===== src/rtl/lsu_pkg.sv =====
// Shared types and helpers for the load/store unit: FSM states,
// RISC-V load/store funct3 encodings and access-size decode.
package lsu_pkg;

   typedef enum logic [1:0] {
      IDLE = 2'd0,
      REQ  = 2'd1,
      WAIT = 2'd2,
      DONE = 2'd3
   } lsu_state_e;

   localparam logic [2:0] F3_B  = 3'b000;
   localparam logic [2:0] F3_H  = 3'b001;
   localparam logic [2:0] F3_W  = 3'b010;
   localparam logic [2:0] F3_D  = 3'b011;
   localparam logic [2:0] F3_BU = 3'b100;
   localparam logic [2:0] F3_HU = 3'b101;
   localparam logic [2:0] F3_WU = 3'b110;

   // Access size in bytes; the sign bit does not affect the size.
   function automatic logic [3:0] size_bytes(input logic [2:0] funct3);
      logic [3:0] n;
      case (funct3)
         3'b000, 3'b100: n = 4'd1;
         3'b001, 3'b101: n = 4'd2;
         3'b010, 3'b110: n = 4'd4;
         3'b011, 3'b111: n = 4'd8;
         default:        n = 4'd1;
      endcase
      return n;
   endfunction

endpackage


===== src/rtl/lsu_align.sv =====
// Combinational lane steering for the LSU: legality check, byte enables,
// store-data shift and load extract with sign/zero extension.
module lsu_align #(
   parameter int XLEN = 32
) (
   input  logic                        mem_read,
   input  logic                        mem_write,
   input  logic [2:0]                  funct3,
   input  logic [$clog2(XLEN/8)-1:0]   off,
   input  logic [XLEN-1:0]             wdata,
   output logic                        legal,
   output logic [XLEN/8-1:0]           be,
   output logic [XLEN-1:0]             wdata_sh,
   input  logic [2:0]                  ld_funct3,
   input  logic [$clog2(XLEN/8)-1:0]   ld_off,
   input  logic [XLEN-1:0]             rsp_rdata,
   output logic [XLEN-1:0]             ld_data
);
   import lsu_pkg::*;

   localparam int NB = XLEN / 8;

   logic [3:0]      bytes_s;
   logic [3:0]      ld_bytes_s;
   logic [NB-1:0]   mask_s;
   logic [XLEN-1:0] shifted_s;
   logic            bad_size_s;
   logic            bad_sign_s;
   logic            misaligned_s;
   logic            msb_s;
   logic            fill_s;

   assign bytes_s    = size_bytes(funct3);
   assign ld_bytes_s = size_bytes(ld_funct3);

   // Legality of the access presented by the core
   always_comb begin
      bad_size_s   = (funct3[1:0] == 2'b11) && (XLEN == 32);
      bad_sign_s   = funct3[2] && (mem_write || (funct3[1:0] == 2'b11));
      misaligned_s = ((4'(off) & (bytes_s - 4'd1)) != 4'd0);
      legal        = (mem_read ^ mem_write) && !bad_size_s && !bad_sign_s && !misaligned_s;
   end

   // Byte-enable mask and store lane shift
   always_comb begin
      mask_s = {NB{1'b0}};
      for (int i = 0; i < NB; i++) begin
         mask_s[i] = (i < int'(bytes_s));
      end
      be       = mask_s << off;
      wdata_sh = wdata << {off, 3'b000};
   end

   // Load extract and extend; bits above the access size take the fill value
   always_comb begin
      shifted_s = rsp_rdata >> {ld_off, 3'b000};
      case (ld_funct3[1:0])
         2'b00:   msb_s = shifted_s[7];
         2'b01:   msb_s = shifted_s[15];
         2'b10:   msb_s = shifted_s[31];
         2'b11:   msb_s = shifted_s[XLEN-1];
         default: msb_s = 1'b0;
      endcase
      fill_s  = msb_s & ~ld_funct3[2];
      ld_data = shifted_s;
      for (int i = 0; i < XLEN; i++) begin
         if (i >= 8 * int'(ld_bytes_s)) begin
            ld_data[i] = fill_s;
         end else begin
            ld_data[i] = shifted_s[i];
         end
      end
   end

endmodule


===== src/rtl/lsu_mem_port.sv =====
// Load/store unit between core and data cache: captures an access, issues a
// valid/ready request, waits for the response (with timeout) and holds stall.
module lsu_mem_port #(
   parameter int XLEN    = 32,
   parameter int ADDR_W  = 32,
   parameter int TIMEOUT = 255
) (
   input  logic                clock,
   input  logic                reset,
   input  logic                mem_read,
   input  logic                mem_write,
   input  logic [2:0]          funct3,
   input  logic [ADDR_W-1:0]   addr,
   input  logic [XLEN-1:0]     wdata,
   output logic [XLEN-1:0]     rdata,
   output logic                stall,
   output logic                fault,
   output logic                timeout_err,
   output logic                req_valid,
   input  logic                req_ready,
   output logic                req_we,
   output logic [ADDR_W-1:0]   req_addr,
   output logic [XLEN-1:0]     req_wdata,
   output logic [XLEN/8-1:0]   req_be,
   input  logic                rsp_valid,
   input  logic [XLEN-1:0]     rsp_rdata
);
   import lsu_pkg::*;

   localparam int NB    = XLEN / 8;
   localparam int OFF_W = $clog2(NB);
   localparam int CNT_W = $clog2(TIMEOUT + 1);
   // The counter starts at 0 in the first WAIT cycle, so this value marks the TIMEOUT-th one.
   localparam logic [CNT_W-1:0] CNT_LAST = CNT_W'(TIMEOUT - 1);

   lsu_state_e        state_r;
   lsu_state_e        next_state_s;
   logic [CNT_W-1:0]  cnt_r;
   logic              we_r;
   logic [2:0]        f3_r;
   logic [OFF_W-1:0]  off_r;
   logic [ADDR_W-1:0] req_addr_r;
   logic [XLEN-1:0]   req_wdata_r;
   logic [NB-1:0]     req_be_r;
   logic [XLEN-1:0]   rdata_r;
   logic              timeout_err_r;

   logic              access_s;
   logic              legal_s;
   logic              capture_s;
   logic              expire_s;
   logic              stall_s;
   logic              fault_s;
   logic [NB-1:0]     be_s;
   logic [XLEN-1:0]   wdata_sh_s;
   logic [XLEN-1:0]   ld_data_s;

   lsu_align #(.XLEN(XLEN)) u_align (
      .mem_read  (mem_read),
      .mem_write (mem_write),
      .funct3    (funct3),
      .off       (addr[OFF_W-1:0]),
      .wdata     (wdata),
      .legal     (legal_s),
      .be        (be_s),
      .wdata_sh  (wdata_sh_s),
      .ld_funct3 (f3_r),
      .ld_off    (off_r),
      .rsp_rdata (rsp_rdata),
      .ld_data   (ld_data_s)
   );

   assign access_s = mem_read | mem_write;
   assign expire_s = (cnt_r == CNT_LAST);

   // State register
   always_ff @(posedge clock or negedge reset) begin
      if (!reset) begin
         state_r <= IDLE;
      end else begin
         state_r <= next_state_s;
      end
   end

   // Next-state, stall and fault decode
   always_comb begin
      next_state_s = state_r;
      stall_s      = 1'b0;
      fault_s      = 1'b0;
      capture_s    = 1'b0;
      case (state_r)
         IDLE: begin
            if (access_s && legal_s) begin
               stall_s      = 1'b1;
               capture_s    = 1'b1;
               next_state_s = REQ;
            end else begin
               fault_s      = access_s;
               next_state_s = IDLE;
            end
         end
         REQ: begin
            stall_s = 1'b1;
            if (req_ready) begin
               next_state_s = WAIT;
            end else begin
               next_state_s = REQ;
            end
         end
         WAIT: begin
            stall_s = 1'b1;
            if (rsp_valid || expire_s) begin
               next_state_s = DONE;
            end else begin
               next_state_s = WAIT;
            end
         end
         DONE:    next_state_s = IDLE;
         default: next_state_s = IDLE;
      endcase
   end

   // Response timeout counter
   always_ff @(posedge clock or negedge reset) begin
      if (!reset) begin
         cnt_r <= {CNT_W{1'b0}};
      end else if (state_r == REQ) begin
         cnt_r <= {CNT_W{1'b0}};
      end else if (state_r == WAIT) begin
         cnt_r <= cnt_r + {{(CNT_W-1){1'b0}}, 1'b1};
      end
   end

   // Captured request fields, held stable until the next access
   always_ff @(posedge clock or negedge reset) begin
      if (!reset) begin
         we_r        <= 1'b0;
         f3_r        <= 3'b000;
         off_r       <= {OFF_W{1'b0}};
         req_addr_r  <= {ADDR_W{1'b0}};
         req_wdata_r <= {XLEN{1'b0}};
         req_be_r    <= {NB{1'b0}};
      end else if (capture_s) begin
         we_r        <= mem_write;
         f3_r        <= funct3;
         off_r       <= addr[OFF_W-1:0];
         req_addr_r  <= {addr[ADDR_W-1:OFF_W], {OFF_W{1'b0}}};
         req_wdata_r <= wdata_sh_s;
         req_be_r    <= be_s;
      end
   end

   // Load result and timeout flag, both presented during DONE
   always_ff @(posedge clock or negedge reset) begin
      if (!reset) begin
         rdata_r       <= {XLEN{1'b0}};
         timeout_err_r <= 1'b0;
      end else begin
         timeout_err_r <= (state_r == WAIT) && !rsp_valid && expire_s;
         if ((state_r == WAIT) && rsp_valid) begin
            rdata_r <= we_r ? {XLEN{1'b0}} : ld_data_s;
         end else if (((state_r == WAIT) && expire_s) || capture_s) begin
            rdata_r <= {XLEN{1'b0}};
         end
      end
   end

   assign stall       = stall_s;
   assign fault       = fault_s;
   assign req_valid   = (state_r == REQ);
   assign req_we      = we_r;
   assign req_addr    = req_addr_r;
   assign req_wdata   = req_wdata_r;
   assign req_be      = req_be_r;
   assign rdata       = rdata_r;
   assign timeout_err = timeout_err_r;

endmodule


===== config.mk =====
export PLATFORM = sky130hd
export DESIGN_NAME = lsu_mem_port
export DESIGN_NICKNAME = d
export VERILOG_FILES = /design/src/rtl/lsu_pkg.sv /design/src/rtl/lsu_align.sv /design/src/rtl/lsu_mem_port.sv
export SDC_FILE = /design/constraint.sdc
export NUM_CORES = 1
export LEC_CHECK = 0
export BUFFER_PORTS_ARGS = -buffer_cell sky130_fd_sc_hd__buf_2
export CAP_MARGIN = 20
export CORE_UTILIZATION = 45
export CTS_CLUSTER_SIZE = 8
export DETAILED_ROUTE_END_ITERATION = 6
export PLACE_DENSITY = 0.74
export SYNTH_ARGS = -nofsm -noshare
export SYNTH_HDL_FRONTEND = slang
export SYNTH_SLANG_ARGS = --single-unit

===== constraint.sdc =====
create_clock -name clock -period 3.85 [get_ports clock]
set_input_delay 0.77 -clock clock [delete_from_list [all_inputs] [get_ports clock]]
set_output_delay 0.77 -clock clock [all_outputs]
set_load 0.02 [all_outputs]

After elaboration in Yosys (flattened, before gate mapping)
Memories as Yosys holds them, arrays and structs flattened.
Index checks and enable logic that the tools add are counted.
W data, S select, Z words.
- bits in read-only memories: 64
- memories: 2
- output and inout bits: 105
- register bits after elaboration: 115
- bits of input ports: 105
- memory list (memory ; depth ; bits a word ; read ports ; clocked after memory_dff ; write ports ; line ; text):
    (name not given) ; 8 ; 4 ; 1 ; 0 ; 0 ; lsu_pkg.sv:23 ; case (funct3)
    (name not given) ; 8 ; 4 ; 1 ; 0 ; 0 ; lsu_pkg.sv:23 ;
- bitwise gates (word level): 5
- equal/unequal tests: 8
- $add $sub $neg: 2
- shifts and indexed selects: 3
- multiplexer cells: 47
- reductions and logical operators: 23
- magnitude comparators: 36
- operator list (cell ; number):
    $ge A5 B7 Y1 const A ; 16
    $mux W32 ; 3
    $ge A4 B7 Y1 const A ; 8
    $mux W1 ; 38
    $shl A32 B5 Y32 ; 1
    $shr A32 B5 Y32 ; 1
    $ge A3 B7 Y1 const A ; 4
    $mux W8 ; 2
    $ge A1 B7 Y1 const A ; 2
    $ge A2 B7 Y1 const A ; 2
    $eq A2 B2 Y1 const B ; 5
    $logic_and A1 B1 Y1 ; 9
    $add A8 B1 Y8 const B ; 1
    $eq A8 B8 Y1 const B ; 1
    $lt A1 B4 Y1 const A ; 2
    $lt A2 B4 Y1 const A ; 2
    $pmux W2 S4 ; 1
    $and A2 B4 Y4 ; 1
    $eq A2 B1 Y1 const B ; 2
    $logic_not A1 Y1 ; 4
    $logic_not A2 Y1 ; 2
    $reduce_bool A2 Y1 ; 2
    $reduce_bool A4 Y1 ; 1
    $reduce_or A2 Y1 ; 2
    other kinds (10) ; 12

Depth between registers and ports, before layout
- depth after elaboration: 12
- gate-level depth with buffers: 8
- depth with buffers taken out: 6

Cells and area by module
From an unflattened synthesis, not the netlist that was laid out.
- cells, all modules: 659
- area, all modules: 5856.9 µm²
- modules (own cells, without submodules) (module ; times used ; area an instance (µm²) ; cells each ; sequential area each (µm²)):
    lsu_mem_port ; 1 ; 4535.6 ; 445 ; 2877.8
    lsu_align ; 1 ; 1321.3 ; 214 ; 0.0

Worst setup path after synthesis
No wires, ideal clock.
- path type: input -> output
- from: in mem_read
- to: out stall
- cell stages on the path: 7
- path slack: 1.057 ns
- arrival time: 2.023 ns
- path buffers: 2
- cells stage by stage: inv_1 -> ha_1 -> nor2b_1 -> o2111ai_1 -> buf_2 -> buf_1 -> a21oi_1
- cells in the longest elaborated chain, start to end: 7
- elaborated cells on any way between the ends: 8
- classes of those cells: mux (2); bitwise (2); reduce/logical (4)
- RTL lines (what ; line ; text):
    from (decl) ; lsu_mem_port.sv:10 ; input logic mem_read,
    $xor A1 B1 Y1 ; lsu_align.sv:41 ; legal = (mem_read ^ mem_write) && !bad_size_s && !bad_sign_s && !misaligned_s;
    $logic_and A1 B1 Y1 (3 in a row) ; lsu_align.sv:41 ;
    $logic_and A1 B1 Y1 * ; lsu_mem_port.sv:93 ; if (access_s && legal_s) begin
    $mux W1 * ; lsu_mem_port.sv:93 ;
    $pmux W1 S2 * ; lsu_mem_port.sv:91 ; case (state_r)
    to (decl) ; lsu_mem_port.sv:16 ; output logic stall,
Mark *: on every way between the ends. The rest lies on a longest branch, timed or not.

Worst setup path in the final report
- from: reg state_r[0]
- to: out stall
- cells in the longest elaborated chain, start to end: 3
- elaborated cells on any way between the ends: 5
- classes of those cells: eq/ne (2); mux (1); reduce/logical (2)
- RTL lines (what ; line ; text):
    from (decl) ; lsu_mem_port.sv:36 ; lsu_state_e state_r;
    from (signal assigned) ; lsu_mem_port.sv:81 ; state_r <= next_state_s;
    $eq A2 B1 Y1 or $eq A2 B2 Y1 (tied branches) ; lsu_mem_port.sv:91 ;
    $reduce_or A2 Y1 (no line) ; - ;
    $pmux W1 S2 * ; lsu_mem_port.sv:91 ;
Marked as above.

==> metrics.csv <==
metric,value,unit
io_buffers,207,
die_h,113,um
cts_resized,0,
hold_viol,0,
ctsHoldBuffers,0,
cts_root_buf,clkbuf_16,
final_util,0.605,
via_per_inst,5.54,
crit_fanout,9,
cp-start-kind,flip-flop,
routedWlPerCell,17.5,um
dp_slack,1.07,ns
endpoint_kind,output port,
cts_made_buffers,17,
fin_crit_sh,0.739,
syn_avg_cell_area,11.2,um^2
drv_slew,0,
max_cap_violations,0,
start_util,0.460,
setup_slack,1.00,ns
gp_congestion,0.853,
multi_input_area,2450,um^2
htree_levels,4,
crit_slowest_cell,ha_1,
grt.total_usage,0.245,
grt_max_degree,96,
placed_cell_area,6640,um^2
hp-class,in -> async,
layout_common_cells,"206 x buf_2, 115 x dfrtp_1, 57 x nand2_1",
synth_warnings,0,
hpwl,10700,um
grt_pass1_wl,23700,um
overflow,0,
grt_pass1_vias,4786,
fin_cells,849,
stdcell_area,7240,um^2
max_freq,0.351,GHz
areaGrowthSynthToFinish,31.5,%
post-route-min-period,2.85,ns
ir_drop,0.420,mV
p_per_area,695,nW/um^2
p_total,5.03,mW
cts_setup_buffers,0,
num_vias,4701,
cts_tree,done,
synth_cell_types,44,
holdWs,0.437,ns
critPathTopFamily,buffers and inverters,
status,"complete, no violations",
setup_viol,0,
mostFrequentLayoutCell,buf_2,
worstSkewPairLatency,0.42,ns
io_pins,210,
antenna_found_initial,0,
clock-sinks,115,
ant_nets,0,
crit_path_cell_trace,inv_1 -> ha_1 -> clkinv_1 -> a21oi_1 -> buf_2,
path_class,reg -> out,
slew_headroom,0.321,
die_area,12700,um^2
fp-row-count,40,
seq_area,2880,um^2
fin_nets,801,
yosysSeqAreaShare,0.523,
ys_ff_latch,115,
critPathArrivalTime,2.08,ns
tightest_slew,1.02,ns
drtIter0Drc,290,
worst-path-buf-inv,3,
dp_cells,817,
tns,0,ns
clock_skew,0.0103,ns
slowest_delay,0.43,ns
cp_data_required_time,3.08,ns
layout-drive-gt1-share,0.430,
cts_buffer_depth,2,
dr.pass1.iters,5,
syn_inst,490,
wl,14900,um
antennaDiodeCount,0,
core,12000,um^2
synth_area,5510,um^2
dieWidth,113,um
rsz0062_at_grt,no,
path_clk_slew,0.06,ns
route.detailed.drc,0,
r2r_setup_slack,1.25,ns
fillers,976,
leakage,3.71,nW
-- cells by family (layout without fill, tap and decap cells) --
logic type               count (synthesis)  in the layout  synth area share
buffers and inverters                   43            254            0.0361
adder cells (fa/ha/maj)                  7              7            0.0159
flip-flops                             115            115             0.523
multiplexers                            81             81             0.160
other                                    1              2          0.000681
AND/OR/NAND/NOR                        120            120             0.100
AO/OA/AOI/OAI                          119            119             0.158
XOR/XNOR                                 4              4           0.00636
-- Yosys cell counts --
| cell type | number | area [um^2] |
|---|---|---|
| buf_6 | 2 | 22.5 |
| nor3_1 | 3 | 15.0 |
| o211ai_1 | 1 | 7.51 |
| o21ai_0 | 30 | 150 |
| a211oi_1 | 8 | 60.1 |
| dfrtp_1 | 115 | 2880 |
| nor2_1 | 25 | 93.8 |
| a32o_1 | 7 | 70.1 |
| buf_4 | 2 | 15.0 |
| conb_1 | 1 | 3.75 |
| mux4_2 | 1 | 22.5 |
| o2111ai_1 | 1 | 8.76 |
| a2111oi_4 | 1 | 27.5 |
| a2bb2oi_2 | 1 | 15.0 |
| xnor2_1 | 2 | 17.5 |
| ha_1 | 7 | 87.6 |
| mux2_2 | 47 | 529 |
| and3_1 | 1 | 6.26 |
| o2bb2ai_1 | 3 | 26.3 |
| a21oi_1 | 25 | 125 |
| or2_2 | 2 | 12.5 |
| inv_1 | 6 | 22.5 |
| or3_1 | 1 | 6.26 |
| a221o_1 | 14 | 140 |
| nand3b_1 | 1 | 7.51 |
| mux2i_1 | 33 | 330 |
| nor4_2 | 1 | 12.5 |
| clkinv_1 | 1 | 3.75 |
| buf_2 | 12 | 60.1 |
| nor2b_1 | 19 | 119 |
| a221o_2 | 2 | 22.5 |
| or3_4 | 1 | 11.3 |
| nand3_1 | 3 | 15.0 |
| a211o_1 | 15 | 131 |
| and3b_1 | 1 | 8.76 |
| nand2_1 | 57 | 214 |
| nand2b_1 | 1 | 6.26 |
| and2_1 | 1 | 6.26 |
| o31ai_1 | 10 | 75.1 |
| buf_1 | 7 | 26.3 |
| a22o_1 | 1 | 8.76 |
| xor2_1 | 2 | 17.5 |
| nand4_1 | 3 | 18.8 |
| clkbuf_1 | 13 | 48.8 |
-- routing by layer --
layer | up-vias | global-route usage | part of all wire
met1 | 2278 | 0.287 | 0.39
met3 | 23 | 0.0891 | 0.087
met2 | 225 | 0.408 | 0.50
li1 | 2175 | - | -
met5 | - | 0 | 0
met4 | 0 | 0.100 | 0.020
-- power by group --
group          switching [mW]  leakage (nW)  internal (mW)
clock network           0.563         0.280           1.04
logic                   0.963          1.97          0.655
registers               0.256          1.46           1.56
total                    1.78          3.71           3.25
-- cell type report --
| type | instances | share of cell area |
|---|---|---|
| clock buffers | 21 | 0.0622 |
| clock inverters | 11 | 0.0209 |
| inverters | 7 | 0.00363 |
| well taps | 147 | 0.0254 |
| repair buffers | 215 | 0.152 |
| multi-input cells | 333 | 0.339 |
| flip-flops and latches | 115 | 0.397 |
-- registers in the layout (all words and copies together) (netlist names), named ones only --
| name | flops |
|---|---|
| rdata | 32 |
| req_wdata | 32 |
| req_addr | 30 |
| cnt_r | 8 |
| req_be | 4 |
| f3_r | 3 |
| off_r | 2 |
| req_we | 1 |
| state_r | 1 |
| timeout_err | 1 |
-- worst paths after layout --
kind | start | endpoint | cells past startpoint
worst max-delay path | state_r[0]$_DFF_PN0_ | stall | 5
worst min-delay path | reset | rdata[8]$_DFFE_PN0P_ | 1
worst max register to register | off_r[0]$_DFFE_PN0P_ | rdata[28]$_DFFE_PN0P_ | 4
worst min register to register | req_wdata[17]$_DFFE_PN0P_ | req_wdata[17]$_DFFE_PN0P_ | 2
max in group asynchronous | reset | cnt_r[3]$_DFFE_PN0P_ | 2
min in group clock | req_wdata[17]$_DFFE_PN0P_ | req_wdata[17]$_DFFE_PN0P_ | 2
Note: power is estimated with default switching activity, not from simulation.
